[src/rtl/vec_mul_sequencer.sv]
// vec_mul_sequencer: control FSM running one matrix-vector job on the vec_mul datapath
module vec_mul_sequencer #(
  parameter int ADDRESSSIZE = 10,
  parameter int ADDRESSSIZE_fifo = 2,
  parameter int PIPE_LATENCY = 16
) (
  input  logic                        clk,
  input  logic                        rstn,
  input  logic                        start,
  input  logic                        abort,
  input  logic [ADDRESSSIZE-1:0]      cfg_ub_base,
  input  logic [ADDRESSSIZE-1:0]      cfg_res_base,
  input  logic [ADDRESSSIZE:0]        cfg_num_vecs,
  input  logic [ADDRESSSIZE_fifo-1:0] cfg_weight_sel,
  output logic [ADDRESSSIZE_fifo-1:0] weight_address,
  output logic                        weight_reload,
  output logic [ADDRESSSIZE-1:0]      ub_address,
  output logic                        ub_read_en,
  output logic                        res_write_enable,
  output logic [ADDRESSSIZE-1:0]      res_address,
  output logic                        busy,
  output logic                        done,
  output logic [ADDRESSSIZE:0]        vec_count
);
  typedef enum logic [2:0] {IDLE, WADDR, WLOAD, STREAM, DRAIN, DONE} state_t;
  localparam logic [ADDRESSSIZE:0]   one_n = 1;
  localparam logic [ADDRESSSIZE-1:0] one_a = 1;
  state_t state, nxt;
  logic [PIPE_LATENCY-1:0] vld;
  logic [ADDRESSSIZE:0] num, left;
  logic accept, kill;
  assign accept = state == IDLE && start && !abort;
  assign kill = state != IDLE && abort;
  assign res_write_enable = vld[PIPE_LATENCY-1];
  always_comb begin
    nxt = state;
    case (state)
      IDLE:    if (accept) nxt = cfg_num_vecs == '0 ? DONE : WADDR;
      WADDR:   nxt = WLOAD;
      WLOAD:   nxt = STREAM;
      STREAM:  if (left == one_n) nxt = DRAIN;
      // the line shifts once more before the next state is seen, so look one stage early
      DRAIN:   if (vld[PIPE_LATENCY-2:0] == '0) nxt = DONE;
      default: nxt = IDLE;
    endcase
    if (kill) nxt = IDLE;
  end
  always_ff @(posedge clk) begin
    if (!rstn) begin
      state <= IDLE;
      vld <= '0;
      num <= '0;
      left <= '0;
      weight_address <= '0;
      weight_reload <= 1'b0;
      ub_address <= '0;
      ub_read_en <= 1'b0;
      res_address <= '0;
      busy <= 1'b0;
      done <= 1'b0;
      vec_count <= '0;
    end else begin
      state <= nxt;
      vld <= kill ? '0 : {vld[PIPE_LATENCY-2:0], ub_read_en};
      weight_reload <= nxt == WLOAD;
      ub_read_en <= nxt == STREAM;
      busy <= nxt inside {WADDR, WLOAD, STREAM, DRAIN};
      done <= nxt == DONE;
      if (accept) begin
        num <= cfg_num_vecs;
        left <= cfg_num_vecs;
        weight_address <= cfg_weight_sel;
        ub_address <= cfg_ub_base;
        res_address <= cfg_res_base;
        vec_count <= '0;
      end else begin
        if (state == STREAM) begin
          left <= left - one_n;
          ub_address <= ub_address + one_a;
        end
        if (res_write_enable) begin
          res_address <= res_address + one_a;
          if (vec_count != num) vec_count <= vec_count + one_n;
        end
      end
    end
  end
endmodule

[config.mk]
export PLATFORM = sky130hd
export DESIGN_NAME = vec_mul_sequencer
export DESIGN_NICKNAME = d
export VERILOG_FILES = /design/src/rtl/vec_mul_sequencer.sv
export SDC_FILE = /design/constraint.sdc
export NUM_CORES = 1
export LEC_CHECK = 0
export BUFFER_PORTS_ARGS = -buffer_cell sky130_fd_sc_hd__buf_4
export CORE_MARGIN = 4
export CORE_UTILIZATION = 40
export CTS_CLUSTER_SIZE = 12
export DETAILED_ROUTE_END_ITERATION = 16
export PLACE_DENSITY = 0.64
export REMOVE_ABC_BUFFERS = 1
export SYNTH_ARGS = -nofsm -noshare
export SYNTH_HDL_FRONTEND = slang
export SYNTH_SLANG_ARGS = --single-unit
[constraint.sdc]
create_clock -name clk -period 1.7 [get_ports clk]
set_input_delay 0.255 -clock clk [delete_from_list [all_inputs] [get_ports clk]]
set_output_delay 0.255 -clock clk [all_outputs]
set_load 0.02 [all_outputs]
# == Yosys cells after proc, flatten, opt, wreduce, memory -nomap -nowiden ==
# Cells that the tools add are included.
# word_totals
elab_cells,54
inputBits,37
reg_bits,78
# op_classes
addsub,4
mux,12
n_eq_ne,11
bitwise,1
n_reduce_logical,14
# ops
cell,count
$mux 10,4
$mux 11,2
$add 10x1->10 const B,2
$logic_not 15->1,1
$mux 3,5
$pmux 3 s5,1
$eq 3x2->1 const B,4
$add 11x1->11 const B,1
$eq 11x1->1 const B,1
$logic_not 11->1,1
$ne 11x11->1,1
$sub 11x1->11 const B,1
$eq 3x3->1 const B,3
$eq 3x1->1 const B,2
$reduce_bool 2->1,2
$reduce_bool 4->1,1
$reduce_or 2->1,2
$logic_and 1x1->1,3
$logic_not 3->1,1
$reduce_bool 3->1,1
$reduce_and 2->1,1
$logic_not 1->1,1
$not 1->1,1

# == Longest topological paths before layout ==
# Gate-level depths: netlist of the first run.
# depth
depth_word,8
mapped_depth,8
ltp_nobuf,8

# == Worst setup path before layout of the first run ==
# OpenSTA, ideal clock, no wires.
# synth_path
path_kind,reg2reg
from,reg left[2]
to,reg busy
setup_slack_ps,-85
synth_period_minus_slack_ps,1785
arrival_ps,1714
t_required_ps,1630
n_path_buf,0
stages_incl_launch_ff,7
path_cell_list,dfxtp_1 nor4_4 nand2_2 a221oi_2 nand2_1 or4_1 a21oi_1
# synth_via
elab_chain_cells,6
word_cells_on_any_way,9
classes_between,5 x eq/ne; 3 x mux; 1 x reduce/logical
# synth_lines
item,line_no,rtl
from (decl),30,"logic [ADDRESSSIZE:0] num, left;"
from (signal assigned),71,left <= cfg_num_vecs;
from (signal assigned),78,left <= left - one_n;
$eq 11x1->1 (*),41,STREAM: if (left == one_n) nxt = DRAIN;
$mux 3 (*),41,
$pmux 3 s5 (*),37,case (state)
$mux 3 (*),46,if (kill) nxt = IDLE;
$eq 3x1->1 (tied with other cells),67,"busy <= nxt inside {WADDR, WLOAD, STREAM, DRAIN};"
$reduce_bool 4->1 (*),67,
to (signal assigned),67,
to (decl),21,"output logic busy,"
# Every way passes the cells marked *; elsewhere a longest branch is shown, timed or not.
# A chain may end at the register's enable or synchronous reset.

# == Worst setup path after layout of the first run ==
# Same ends and word-level chain as after synthesis.

==> flow_metrics.env, run 1 <==
export IMPL_hp_class="in2reg"
export IMPL_end_kind="flip-flop"
export IMPL_worst_slew_pin_slew_ns=0.427
export IMPL_ys_types=48
export IMPL_post_dp_hpwl_um=6560
export IMPL_drt_first_pass_iters=4
export IMPL_synth_seq_cells=78
export IMPL_vias=3253
export IMPL_synth_area_sq_um=3430
export IMPL_status="complete, but fails checks"
export IMPL_fin_crit_ns=1.81
export IMPL_yosys_area_top_type="dfxtp_1"
export IMPL_antenna_found_initial=0
export IMPL_grt_usage_pct=17.8
export IMPL_drv_slew=0
export IMPL_async_flop_share_pct=0
export IMPL_worst_endpoint_arrival_ns=2.08
export IMPL_fp_dieW_um=101
export IMPL_yosys_area_share_xor_xnor_pct=8.67
export IMPL_portBuffers=74
export IMPL_grt_pass1_wl_um=14500
export IMPL_routedWlPerCell_um=14.2
export IMPL_synth_seq_area_share_pct=45.5
export IMPL_synth_compound_area_share_pct=14.0
export IMPL_drc=0
export IMPL_synth_area_leaders="dfxtp_1 45%, nor2_1 5.2%, nand2_1 5.1%, a21oi_1 5.1%, xor2_1 4.6%"
export IMPL_power_uw=3900
export IMPL_numCtsBuffers=9
export IMPL_synthAdderAreaFrac_pct=2.11
export IMPL_synth_top_family_by_area="simple AND/OR/NAND/NOR gates"
export IMPL_maxCapViolations=0
export IMPL_grt_remaining_overflow=0
export IMPL_required_ns=1.97
export IMPL_relSlewSlack_pct=71.3
export IMPL_clkTransAtPathRegs_ns=0.09
export IMPL_fin_area_sq_um=4760
export IMPL_clkLatencyLatePin_ns=0.34
export IMPL_die_h_um=101
export IMPL_clock_sinks=78
export IMPL_r2r_cells=6
export IMPL_initialDrtViolationCount=123
export IMPL_cts_root_buffer="clkbuf_8"
export IMPL_area_growth_pct=38.5
export IMPL_synth_ff_type="dfxtp_1"
export IMPL_coreArea_sq_um=8300
export IMPL_hold_depth=3
export IMPL_violations="negative setup slack"
export IMPL_netlist_area_leader_share_pct=45.5
export IMPL_leakage_uw=0.00207
export IMPL_ant_nets=0
export IMPL_fp_row_count=33
export IMPL_setup_viol=3
export IMPL_vias_per_cell=5.16
export IMPL_rsz0062_at_grt="true"
export IMPL_pin_count=75
export IMPL_p_per_area_nw_per_um2=820
export IMPL_synth_cells=401
export IMPL_cp_start_kind="flip-flop"
export IMPL_n_antenna_cell=0
export IMPL_clockBufferDepth=2
export IMPL_grt_pass1_vias=3160
export IMPL_ys_warnings_count=0
export IMPL_fin_skew_ns=0.0125
export IMPL_yosys_area_share_simple_pct=26.4
export IMPL_synth_mux_area_share_pct=0.583
export IMPL_drive_above_1_share_pct=32.6
export IMPL_hold_viol=0
export IMPL_syn_avg_cell_area_sq_um=8.56
export IMPL_setup_slack_ns=-0.106
export IMPL_crit_type="reg2reg"
export IMPL_synth_edf_count=0
export IMPL_cts_tree="done"
export IMPL_gp_congestion=0.796
export IMPL_placed_cell_area_sq_um=4470
export IMPL_min_period_over_period_pct=106
export IMPL_peakVddDrop_v=0.000442
export IMPL_routed_wl_um=8930
export IMPL_finish_net_count=563
export IMPL_h_tree_depth=3
export IMPL_start_util_pct=41.4
export IMPL_crit_fanout=3
export IMPL_max_clock_freq_ghz=0.554
export IMPL_die_area_sq_um=10100
export IMPL_grt_max_degree=40
==> cell type report <==
class / instances / area (sq um)
clock inverter: 4 / 47.5
inverter: 5 / 18.8
fill: 773 / 3540
timing repair buffer: 129 / 993
clock buffer: 11 / 141
multi-input combinational: 298 / 1850
tap: 105 / 131
sequential: 78 / 1570
==> stage by stage <==
stage	TNS, ns	instances	util [%]	setup slack [ns]	hold slack, ns
3_3_place_gp	-0.395	614	53.9	-0.0941	0.448
6_report	-0.203	630	57.3	-0.106	0.159
2_1_floorplan	-17.16	381	-	-0.628	0.377
4_1_cts	-0.432	629	56.6	-0.125	0.147
5_1_grt	-0.818	630	57.3	-0.197	0.159
3_5_place_dp	-0.553	614	53.9	-0.128	0.451
==> flip-flops by register name, summed over array words and instances, names as in the netlist, 2 cells and up <==
| register | count |
|---|---|
| left | 11 |
| ub_address | 10 |
| state | 3 |
| vec_count | 11 |
| vld | 16 |
| weight_address | 2 |
| res_address | 10 |
| num | 11 |
==> cell usage after synthesis (2+ instances only) <==
master / instances
nor3b_1: 2
dfxtp_1: 78
a31oi_1: 3
and2_1: 4
clkbuf_1: 18
nor2b_1: 4
inv_1: 4
or4_1: 2
nand2_1: 47
a21oi_1: 35
nor2_1: 48
ha_1: 5
o21a_1: 2
nor3_1: 5
mux2i_1: 2
a22oi_1: 2
nand4_1: 12
a221oi_1: 2
nand3_1: 14
nor4b_2: 2
and3_1: 21
buf_2: 2
xnor2_1: 16
xor2_1: 18
o21ai_0: 15
a211oi_1: 10
nor4_1: 7
==> path summary, 6_finish.rpt <==
check / end / slack [ns] / startpoint
max reg2reg: busy$_SDFF_PN0_ / -0.11 / left[2]$_SDFFE_PN0P_
min: ub_address[0]$_SDFFE_PN0P_ / 0.16 / cfg_ub_base[0]
min reg2reg: weight_address[0]$_SDFFE_PN0P_ / 0.46 / weight_address[0]$_SDFFE_PN0P_
max: busy$_SDFF_PN0_ / -0.11 / left[2]$_SDFFE_PN0P_
==> where the power goes <==
part	switching [uW]	leakage, uW	total (uW)	internal, uW
registers	66.5	0.000637	1960	1890
logic	277	0.00134	562	285
clock network	671	0.0000952	1380	707
total	1010	0.00207	3900	2890
==> metal layers <==
metal | vias up | wire length, um | GRT usage (%)
met5 | - | 0 | 0
met4 | 0 | 116 | 5.91
met3 | 12 | 560 | 3.67
met2 | 79 | 4190 | 29.2
met1 | 1508 | 4060 | 23.3
li1 | 1654 | - | -
==> kinds of logic after synthesis <==
kind of cell             after synthesis
multiplexers                           2
AND/OR/NAND/NOR                      178
AO/OA/AOI/OAI                         78
flip-flops                            78
adder cells (fa/ha/maj)                6
buffers and inverters                 25
XOR/XNOR                              34
==> worst max-delay path: stages (launching register included) <==
cell and delay, ns:
dfxtp_2 0.35, nor4_4 0.32, nand2_2 0.11, a221oi_2 0.28, nand2_1 0.07, or4_1 0.49
a21oi_2 0.13
==> cells in the final DEF, fill, tap and decap left out, types with 6 or more instances in the layout <==
| cell | netlist | routed |
|---|---|---|
| clkbuf_8 | 0 | 10 |
| and3_1 | 21 | 20 |
| o21ai_0 | 15 | 12 |
| xor2_1 | 18 | 18 |
| dfxtp_2 | 0 | 7 |
| dfxtp_1 | 78 | 71 |
| nor4_1 | 7 | 6 |
| a211oi_1 | 10 | 10 |
| nand2_1 | 47 | 46 |
| nand3_1 | 14 | 14 |
| xnor2_1 | 16 | 16 |
| nand4_1 | 12 | 12 |
| nor2_1 | 48 | 47 |
| a21oi_1 | 35 | 32 |
| buf_4 | 0 | 127 |
==> timing repair <==
| action | CTS | global route |
|---|---|---|
| pin swaps | 3 | 7 |
| buffers inserted | 0 | 1 |
| resized for setup | 8 | 20 |
| setup endpoints to repair | 10 | 21 |
| hold buffers | 0 | 0 |
| endpoints found under the hold margin | 0 | 0 |
(Power assumes the default switching activity.)
==> run 2: changes to the inputs <==
--- a/config.mk
+++ b/config.mk
@@ -6,7 +6,7 @@
 export NUM_CORES = 1
 export LEC_CHECK = 0
 export BUFFER_PORTS_ARGS = -buffer_cell sky130_fd_sc_hd__buf_4
-export CORE_MARGIN = 4
+export CORE_MARGIN = 2
 export CORE_UTILIZATION = 40
 export CTS_CLUSTER_SIZE = 12
 export DETAILED_ROUTE_END_ITERATION = 16
==> run 2 against run 1 <==
The run still ends with negative setup slack left. Largest power group unchanged. Cell area grew 2.9%. Global-route usage grew 0.22 points. First-iteration DRC count increased by 3.3%. Critical path depth did not move. Clock skew fell by 0.0040 ns.
==> flow_metrics.env, run 2 (same netlist as run 1, synthesis figures left out) <==
export IMPL_die_area_sq_um=9340
export IMPL_layout_common_cells="129 x buf_4, 68 x dfxtp_1, 45 x nor2_1, 45 x nand2_1, 32 x a21oi_1"
export IMPL_setup_viol=3
export IMPL_fp_row_count=33
export IMPL_drv_slew=0
export IMPL_drive_above_1_share_pct=35.4
export IMPL_clockBufferDepth=2
export IMPL_cts_hold_buf=0
export IMPL_maxCapViolations=0
export IMPL_area_growth_pct=42.5
export IMPL_rrSetupSlack_ns=-0.17
export IMPL_largest_reg_flops=16
export IMPL_die_h_um=96.7
export IMPL_required_ns=1.98
export IMPL_max_clock_freq_ghz=0.535
export IMPL_r2r_cells=6
export IMPL_p_per_area_nw_per_um2=838
export IMPL_final_common_cell="buf_4"
export IMPL_antenna_found_initial=0
export IMPL_hold_viol=0
export IMPL_setup_slack_ns=-0.169
export IMPL_initialDrtViolationCount=127
export IMPL_drc=0
export IMPL_placed_cells=609
export IMPL_status="complete, but fails checks"
export IMPL_n_antenna_cell=0
export IMPL_start_util_pct=41.6
export IMPL_worst_endpoint_arrival_ns=2.15
export IMPL_grt_pass1_vias=2987
export IMPL_leakage_uw=0.00211
export IMPL_fin_crit_ns=1.87
export IMPL_routed_wl_um=8660
export IMPL_rr_startpoint="left[2]$_SDFFE_PN0P_"
export IMPL_portBuffers=74
export IMPL_clock_sinks=78
export IMPL_finish_net_count=568
export IMPL_final_util_pct=59.3
export IMPL_fin_skew_ns=0.00843
export IMPL_cts_tree="done"
export IMPL_worst_slew_pin_slew_ns=0.340
export IMPL_vias_per_cell=5.17
export IMPL_fp_dieW_um=96.7
export IMPL_max_flop_register="vld"
export IMPL_cts_root_buffer="clkbuf_8"
export IMPL_crit_fanout=3
export IMPL_timing_rr_end="left[7]$_SDFFE_PN0P_"
export IMPL_rsz0062_at_grt="true"
export IMPL_violations="negative setup slack"
export IMPL_coreArea_sq_um=8260
export IMPL_post_dp_hpwl_um=6080
export IMPL_gp_congestion=0.853
export IMPL_routedWlPerCell_um=13.6
export IMPL_min_period_over_period_pct=110
export IMPL_final_cells=636
export IMPL_ant_nets=0
export IMPL_cp_startpoint="left[2]$_SDFFE_PN0P_"
export IMPL_clkTransAtPathRegs_ns=0.08
export IMPL_grt_remaining_overflow=0
export IMPL_crit_type="reg2reg"
export IMPL_grt_usage_pct=18.0
export IMPL_cp_endpoint="left[7]$_SDFFE_PN0P_"
export IMPL_vias=3286
export IMPL_drt_first_pass_iters=5
export IMPL_relSlewSlack_pct=77.0
export IMPL_clkLatencyLatePin_ns=0.35
export IMPL_numCtsBuffers=9
export IMPL_h_tree_depth=3
export IMPL_peakVddDrop_v=0.000377
export IMPL_fill_cells=741
export IMPL_power_uw=4100
export IMPL_hp_class="in2reg"
export IMPL_end_kind="flip-flop"
export IMPL_cp_start_kind="flip-flop"
export IMPL_pin_count=75
export IMPL_grt_pass1_wl_um=14100
export IMPL_grt_max_degree=41
run 2: cell types whose count changed in the layout (fill, tap and decap cells not counted), moves of 2 or more:
cell and delta:
nor2_1 -2, buf_6 +3, dfxtp_2 +2, buf_4 +2, dfxtp_1 -3
run 2: worst min path at each step:
stage / endpoint / from / cells past startpoint
6_report: weight_address[0]$_SDFFE_PN0P_ / cfg_weight_sel[0] / 3
2_1_floorplan: state[0]$_SDFF_PN0_ / rstn / 1
4_1_cts: weight_address[1]$_SDFFE_PN0P_ / cfg_weight_sel[1] / 3
5_1_grt: weight_address[0]$_SDFFE_PN0P_ / cfg_weight_sel[0] / 3
3_5_place_dp: weight_address[0]$_SDFFE_PN0P_ / weight_address[0]$_SDFFE_PN0P_ / 2
3_3_place_gp: weight_address[0]$_SDFFE_PN0P_ / weight_address[0]$_SDFFE_PN0P_ / 2
run 2: final cells by class:
class                           instances  area [sq um]  area share, %
Clock buffer                           11           141           2.89
Clock inverter                          5          81.3           1.66
Inverter                                5          18.8          0.384
Multi-Input combinational cell        298          1900           38.9
Sequential cell                        78          1580           32.2
Tap cell                              105           131           2.68
Timing Repair Buffer                  134          1040           21.3
run 2: stage by stage:
step           TNS [ns]  area (sq um)  hold slack, ns  setup WS (ns)
6_report         -0.409          4890           0.157         -0.169
5_1_grt          -0.811          4890           0.177         -0.233
2_1_floorplan    -17.16          3360           0.377         -0.628
3_5_place_dp     -0.830          4440           0.452         -0.146
4_1_cts          -0.159          4720           0.144        -0.0919
3_3_place_gp     -0.625          4440           0.444         -0.113
run 2: what timing repair did:
action / CTS / global route
endpoints found under the setup margin: 18 / 29
gates resized for setup: 9 / 37
pin swaps: 4 / 15
buffers inserted: 4 / 8
run 2: layer usage:
metal	global-route usage [%]	part of all wire, %	wire, um
met1	23.3	46	4020
met2	30.0	48	4130
met3	3.90	5.0	430
met4	5.53	0.91	79
met5	0	0	0
run 2: power by group:
| group | switching (uW) | internal (uW) |
|---|---|---|
| logic | 288 | 302 |
| registers | 69.0 | 1890 |
| clock network | 679 | 870 |
run 2: critical path, stage by stage (launching register included):
cell and delay, ns:
dfxtp_4 0.36, or3_4 0.38, or4_4 0.57, nor3_4 0.14
xor2_1 0.15, nand2_1 0.09, a21oi_2 0.12
==> run 3: changes to the inputs <==
--- a/config.mk
+++ b/config.mk
@@ -12,6 +12,7 @@
 export DETAILED_ROUTE_END_ITERATION = 16
 export PLACE_DENSITY = 0.64
 export REMOVE_ABC_BUFFERS = 1
+export SETUP_SLACK_MARGIN = 0.05
 export SYNTH_ARGS = -nofsm -noshare
 export SYNTH_HDL_FRONTEND = slang
 export SYNTH_SLANG_ARGS = --single-unit
==> run 3 against run 2 <==
Largest cell class unchanged. Clock power barely moved. Count of clock-buffer cells in the layout did not move. Total power rose by 0.83%. Cell area rose by 2.5%. Cell count rose by 0.63%. Sequential share of layout area fell by 0.72 points. Critical path depth did not move. Sequential cell count did not move. Clock skew rose by 0.0049 ns. Setup slack improved by 0.0030 ns. Sequential power barely moved. The run still ends with negative setup slack left.
==> flow_metrics.env, run 3 (same netlist as run 1, synthesis figures left out) <==
export IMPL_max_flop_register="vld"
export IMPL_min_period_over_period_pct=110
export IMPL_die_h_um=96.7
export IMPL_largest_reg_flops=16
export IMPL_routed_wl_um=8930
export IMPL_grt_max_degree=23
export IMPL_start_util_pct=41.6
export IMPL_initialDrtViolationCount=137
export IMPL_final_cells=640
export IMPL_relSlewSlack_pct=79.2
export IMPL_maxCapViolations=0
export IMPL_crit_fanout=3
export IMPL_critPathSlowestCell="or4_4"
export IMPL_cts_tree="done"
export IMPL_hp_class="in2reg"
export IMPL_n_antenna_cell=0
export IMPL_peakVddDrop_v=0.000367
export IMPL_placed_cell_area_sq_um=4440
export IMPL_placed_cells=609
export IMPL_area_growth_pct=46.1
export IMPL_worst_endpoint_arrival_ns=2.15
export IMPL_layout_common_cells="131 x buf_4, 65 x dfxtp_1, 45 x nand2_1, 44 x nor2_1, 31 x a21oi_1"
export IMPL_crit_type="reg2reg"
export IMPL_finish_net_count=572
export IMPL_status="complete, but fails checks"
export IMPL_fill_cells=720
export IMPL_setup_tns_final_ns=-0.406
export IMPL_final_common_cell="buf_4"
export IMPL_end_kind="flip-flop"
export IMPL_place_ws_ns=-0.146
export IMPL_post_dp_hpwl_um=6080
export IMPL_setup_viol=4
export IMPL_worst_slew_pin_slew_ns=0.309
export IMPL_max_clock_freq_ghz=0.536
export IMPL_power_uw=4140
export IMPL_cpPeakStageDelay_ns=0.57
export IMPL_ant_nets=0
export IMPL_vias_per_cell=5.16
export IMPL_grt_pass1_vias=3041
export IMPL_path_delay_family="simple AND/OR/NAND/NOR gates"
export IMPL_cts_root_buffer="clkbuf_8"
export IMPL_path_cells="or3_4, or4_4, nor3_4, xor2_1, nand2_1, a21oi_2"
export IMPL_pin_count=75
export IMPL_p_per_area_nw_per_um2=824
export IMPL_grt_pass1_wl_um=14400
export IMPL_vias=3300
export IMPL_drv_slew=0
export IMPL_routedWlPerCell_um=14.0
export IMPL_cp_start_kind="flip-flop"
export IMPL_fin_skew_ns=0.0133
export IMPL_coreArea_sq_um=8260
export IMPL_rrSetupSlack_ns=-0.17
export IMPL_path_buf_inv=0
export IMPL_clockBufferDepth=2
export IMPL_drt_first_pass_iters=4
export IMPL_gp_congestion=0.853
export IMPL_clkLatencyLatePin_ns=0.36
export IMPL_leakage_uw=0.00217
export IMPL_portBuffers=74
export IMPL_numCtsBuffers=9
export IMPL_antenna_found_initial=0
export IMPL_fp_row_count=33
export IMPL_die_area_sq_um=9340
export IMPL_grt_usage_pct=18.5
export IMPL_fp_dieW_um=96.7
export IMPL_rsz0062_at_grt="true"
export IMPL_h_tree_depth=3
export IMPL_drc=0
export IMPL_hold_viol=0
export IMPL_clock_sinks=78
export IMPL_clkTransAtPathRegs_ns=0.08
export IMPL_violations="negative setup slack"
export IMPL_fin_crit_ns=1.87
export IMPL_cts_hold_buf=0
export IMPL_fin_area_sq_um=5020
export IMPL_drive_above_1_share_pct=37.4
export IMPL_setup_slack_ns=-0.166
export IMPL_required_ns=1.98
export IMPL_grt_remaining_overflow=0
## run 3: path summary, 6_finish.rpt
path	start	endpoint	depth (start not counted)
max	left[2]$_SDFFE_PN0P_	left[7]$_SDFFE_PN0P_	6
min	cfg_weight_sel[0]	weight_address[0]$_SDFFE_PN0P_	3
max reg2reg	left[2]$_SDFFE_PN0P_	left[7]$_SDFFE_PN0P_	6
min reg2reg	weight_address[0]$_SDFFE_PN0P_	weight_address[0]$_SDFFE_PN0P_	2
## run 3: area by class of cell
class	count	area [sq um]	share of cell area [%]
Clock inverter	5	81.3	1.62
Tap cell	105	131	2.62
Timing Repair Buffer	138	1110	22.1
Clock buffer	11	141	2.82
Inverter	5	18.8	0.374
Sequential cell	78	1580	31.5
Multi-Input combinational cell	298	1950	39.0
## run 3: layer usage
metal | global-route usage [%] | share of wire (%) | vias to the layer above
li1 | - | - | 1678
met1 | 23.6 | 44 | 1535
met2 | 31.0 | 50 | 78
met3 | 3.90 | 4.9 | 9
met4 | 6.18 | 1.2 | 0
met5 | 0 | 0 | -
## run 3: report_power, final
group,internal [uW],switching (uW)
logic,320,297
registers,1890,69.9
clock network,870,684
## run 3: worst reg2reg max path, cell delays in order, from the launching register on
cell     delay (ns)
dfxtp_4        0.36
or3_4          0.38
or4_4          0.57
nor3_4         0.14
xor2_1         0.15
nand2_1        0.09
a21oi_2        0.11
## run 3: what timing repair did
item                       4_1_cts  5_1_grt
setup buffers                    4       10
pin swaps                        8       17
cloned                           1        0
setup endpoints to repair       32       33
gates resized for setup         18       42
## run 3: stage by stage
step | hold WS [ns] | utilization [%]
6_report | 0.156 | 60.8
5_1_grt | 0.170 | 60.8
4_1_cts | 0.144 | 57.9
3_5_place_dp | 0.452 | 53.7
3_3_place_gp | 0.444 | 53.7
2_1_floorplan | 0.377 | -
